`src/rtl/pc_sequencer.sv`:
```
// Program-counter register with internal next-PC selection and a circular
// return-address stack for redirecting procedure returns.
module pc_sequencer #(
   parameter int unsigned      WIDTH        = 32,
   parameter logic [WIDTH-1:0] RESET_VECTOR = '0,
   parameter int unsigned      RAS_DEPTH    = 4
) (
   input  logic             clk,
   input  logic             reset,
   input  logic             pc_we,
   input  logic             ext_load_n,
   input  logic [WIDTH-1:0] ext_pc,
   input  logic [1:0]       pc_src,
   input  logic [WIDTH-1:0] branch_off,
   input  logic [25:0]      jump_index,
   input  logic [WIDTH-1:0] reg_target,
   input  logic             ras_push,
   input  logic             ras_pop,
   output logic [WIDTH-1:0] pc,
   output logic [WIDTH-1:0] pc_plus4,
   output logic [WIDTH-1:0] ras_top,
   output logic             ras_empty,
   output logic             ras_full,
   output logic             ras_overflow
);
   localparam int unsigned      PW         = $clog2(RAS_DEPTH);
   localparam int unsigned      CW         = $clog2(RAS_DEPTH + 1);
   localparam logic [CW-1:0]    FULL_COUNT = CW'(RAS_DEPTH);
   localparam logic [WIDTH-1:0] ALIGN_MASK = ~WIDTH'(3);

   // ptr addresses the current top entry; valid entries sit at ptr, ptr-1, ...
   logic [WIDTH-1:0] entries [RAS_DEPTH];
   logic [PW-1:0]    ptr;
   logic [CW-1:0]    count;

   logic             ras_active;
   logic             do_push;
   logic             do_pop;
   logic [WIDTH-1:0] target;
   logic [WIDTH-1:0] pc_next;

   assign pc_plus4  = pc + WIDTH'(4);
   assign ras_empty = (count == '0);
   assign ras_full  = (count == FULL_COUNT);
   assign ras_top   = ras_empty ? '0 : entries[ptr];

   always_comb begin
      ras_active = pc_we & ext_load_n;
      do_push    = ras_active & ras_push;
      do_pop     = ras_active & ras_pop & ~ras_empty;
      target     = pc_plus4;
      unique case (pc_src)
         2'b00: target = pc_plus4;
         2'b01: target = pc_plus4 + (branch_off << 2);
         2'b10: target = {pc_plus4[WIDTH-1:28], jump_index, 2'b00};
         2'b11: target = (ras_pop && !ras_empty) ? entries[ptr] : reg_target;
      endcase
      pc_next = target & ALIGN_MASK;
   end

   always_ff @(posedge clk or negedge reset) begin
      if (!reset) begin
         pc           <= RESET_VECTOR;
         ptr          <= '0;
         count        <= '0;
         ras_overflow <= 1'b0;
         for (int i = 0; i < RAS_DEPTH; i++) entries[i] <= '0;
      end else if (!ext_load_n) begin
         pc <= ext_pc & ALIGN_MASK;
      end else if (pc_we) begin
         pc <= pc_next;
         if (do_push && do_pop) begin
            // Tail call: replace the top in place, depth unchanged.
            entries[ptr] <= pc_plus4;
         end else if (do_push) begin
            entries[ptr + PW'(1)] <= pc_plus4;
            ptr                   <= ptr + PW'(1);
            if (ras_full) ras_overflow <= 1'b1;
            else          count        <= count + CW'(1);
         end else if (do_pop) begin
            ptr   <= ptr - PW'(1);
            count <= count - CW'(1);
         end
      end
   end
endmodule

```
`config.mk`:
```
export PLATFORM = sky130hd
export DESIGN_NAME = pc_sequencer
export DESIGN_NICKNAME = d
export VERILOG_FILES = /design/src/rtl/pc_sequencer.sv
export SDC_FILE = /design/constraint.sdc
export NUM_CORES = 1
export LEC_CHECK = 0
export CAP_MARGIN = 40
export CORE_MARGIN = 2
export CORE_UTILIZATION = 40
export CTS_BUF_LIST = sky130_fd_sc_hd__clkbuf_8
export DETAILED_ROUTE_END_ITERATION = 10
export PLACE_DENSITY = 0.71
export REMOVE_ABC_BUFFERS = 1
export SYNTH_ARGS = -nofsm -noshare
export SYNTH_HDL_FRONTEND = slang
export SYNTH_SLANG_ARGS = --single-unit
```
`constraint.sdc`:
```
create_clock -name clk -period 6.7 [get_ports clk]
set_clock_uncertainty 0.2 [all_clocks]
set_input_delay 2.01 -clock clk [delete_from_list [all_inputs] [get_ports clk]]
set_output_delay 2.01 -clock clk [all_outputs]
set_load 0.005 [all_outputs]
```
==> run metrics <==
status complete, no violations; Yosys reg bits 156; Pins Over Slew Limit 0; core area between 0.02 and 0.03 mm2; Chip Height roughly 160 um; mean area per synthesized cell around 9 um2; vias 9,376; Post-synth EDFFs 0; Fin Setup TNS 0 ps; library cells used by synthesis 69; maximum operating frequency 174 MHz; initial drt markers approximately 710; Nets 1,497; Synth async-reset ratio 100%; Warnings, synthesis 0; CP Cell Sequence ha_1 > nand3_1 > nor2_1 > and2_1 > and3_2 > xnor2_1 > inv_1 > clkdlybuf4s50_1; number of fill cells approximately 2,300; Max Cap Viol 0; post-synthesis simple-gate area fraction between 15 and 20%; post-CTS setup buffers 0; global-route usage over all layers a little over a quarter; vias in the first global route between 9,000 and 10,000; Hold Fails Final Rpt 0; mux contribution to synthesized area 9.91%; CP peak stage delay 510 ps; WP data required around 4500 ps; post-route ant nets 0; type of origin of the critical path flop; Clock Latency Late Sink between 400 and 500 ps; RSZ-0062 raised after global routing false; Seq/Total Area, Yosys between 30 and 40%; Post-CTS Resized 0; CTS root buf clkbuf_8; hold_ws 292 ps; Syn Std Cell Area roughly 0.010 mm2; largest cells by area after synthesis dfrtp_1 (38%), a21oi_1 (8.9%), mux4_2 (7.3%), nor2_1 (6.3%), ha_1 (4.9%); worst-margin pin slew about 850 ps; global-route wire length before repair 52,100 um; DR DRC count 0; H-tree Lvls 4; post-synthesis cell count around 1,100; I/O Pins between 200 and 250; clock tree sinks 156; type of the worst setup path reg -> out; Initial Util between 40% and 50%; worst min path class reg -> reg; GRT overflow 0; Critical Path AT roughly 3500 ps; total die area between 0.02 and 0.03 mm2; layout cells sized above 1 a little under a tenth; Post-Synth Adder-Cell Area between 5 and 6%; Synth Flop Type dfrtp_1; Longest Clk Path Bufs 2; CTS Hold Buffers Added 0; dpl hpwl approximately 25,000 um; most frequent cell after synthesis a21oi_1; Avg WL per Cell between 20 and 25 um; Tcrit/Tclk final 85.7%; initial antenna violation count 3; row cnt 58; Clk pin slew, worst setup/hold paths roughly 80 ps; synth cell count leaders a21oi_1 (181), nor2_1 (171), dfrtp_1 (156); Worst slew margin a little over two fifths; area grow syn2layout 29.3%; kind of end point of the critical path output port; Compound-Gate Fraction of Synth Area 19.1%; gpl congestion 0.908; Via density approximately 5.6; main combinational cell family by area after synthesis compound AO/OA/AOI/OAI gates; Post-Synth XOR/XNOR Area under 10%; fin crit period ~5700 ps; Pwr Density around 370 mW/mm2; Slowest cell on crit path dfrtp_1; most area-hungry cell type in the Yosys netlist dfrtp_1; Leakage roughly 0.0055 uW; top-area cell type share of the netlist area just under 40%; PortBufs roughly 220; largest net degree at the start of global routing 55; CP max FO 8; Die Wd between 150 and 200 um; Initial DRT Pass Iterations 5; CTS tree done; # setup viols final 0; VDD IR max about 0.00017 V; Num CTS Buffers 17; Post-Route WL between 30,000 and 40,000 um
-- metrics by stage --
stage	instances	setup slack [ps]	total power (uW)	cell area, um2	util [%]
CTS	1668	980	4860	13100	52.3
detailed placement	1636	1060	4080	12700	50.6
global placement	1634	1180	4010	12600	50.4
floorplan	1065	698	2990	9830	-
finish	1671	957	4850	13100	52.4
global route	1671	843	5170	13100	52.4
-- flip-flops by register name (all words and copies together), names as in the netlist --
register,flops
pc,30
entries,120
ptr,2
ras_overflow,1
count,3
-- final timing paths --
path	startpoint	to	slack, ps	cells past startpoint
setup / recovery	pc[2]	pc_plus4[22]	960	8
hold / removal	ras_overflow	ras_overflow	290	1
setup reg to reg	pc[2]	pc[21]	1670	17
hold reg to reg	ras_overflow	ras_overflow	290	1
max in group asynchronous	reset	entries[3]	3900	2
min in group asynchronous	reset	entries[124]	1290	1
-- worst max-delay path: cells and delay by family, from the launching register on --
family / cells / cell delay [ps]
simple gates: 4 / 1360
buf+inv: 2 / 670
flops: 1 / 510
xor+xnor: 1 / 290
fa+ha+maj: 1 / 250
-- kinds of logic after synthesis --
group                    count (synthesis)
AO/OA/AOI/OAI                          323
XOR/XNOR                                56
adder cells (fa/ha/maj)                 42
buffers and inverters                  119
flip-flops                             156
multiplexers                            58
other                                    1
AND/OR/NAND/NOR                        376
-- where the power goes --
group          leakage [uW]  total (uW)  internal, uW  switching [uW]
registers           0.00182        1640          1350             292
clock network      0.000217         765           392             374
logic               0.00346        2440          1330            1110
-- cells in the final DEF, fill, tap and decap left out, drive strengths merged, types with 9 or more instances in the layout --
master and count:
a21oi 182, nor2b 33, o211ai 9, a31oi 9, mux2i 16, o221ai 12, nor2 172, clkbuf 19
dfrtp 156, inv 49, nand2b 10, xor2 26, clkdlybuf4s50 214, buf 27, nand4 11, nand3 20
ha 40, and3 14, a21o 17, o21ai 35, xnor2 30, nand2 94, mux2 9, a211oi 16
mux4 33
-- final cells by class --
cell class	count	area [um2]	area share (%)
Timing Repair Buffer	241	2390	18.2
Inverter	48	180	1.37
Multi-Input combinational cell	861	5790	44.2
Sequential cell	156	3910	29.8
Clock inverter	13	168	1.28
Clock buffer	19	262	1.99
Antenna cell	3	7.51	0.0573
Tap cell	330	413	3.15
-- per-layer routing --
layer	share of wire [%]	GRT usage [%]	up-vias	wire length (um)
met5	0	0	-	0
met4	3.3	10.7	0	1150
met3	7.0	3.89	72	2440
met2	47	42.3	393	16400
met1	42	35.0	4522	14700
li1	-	-	4389	-
No activity file was read; power rests on OpenSTA's default activity.
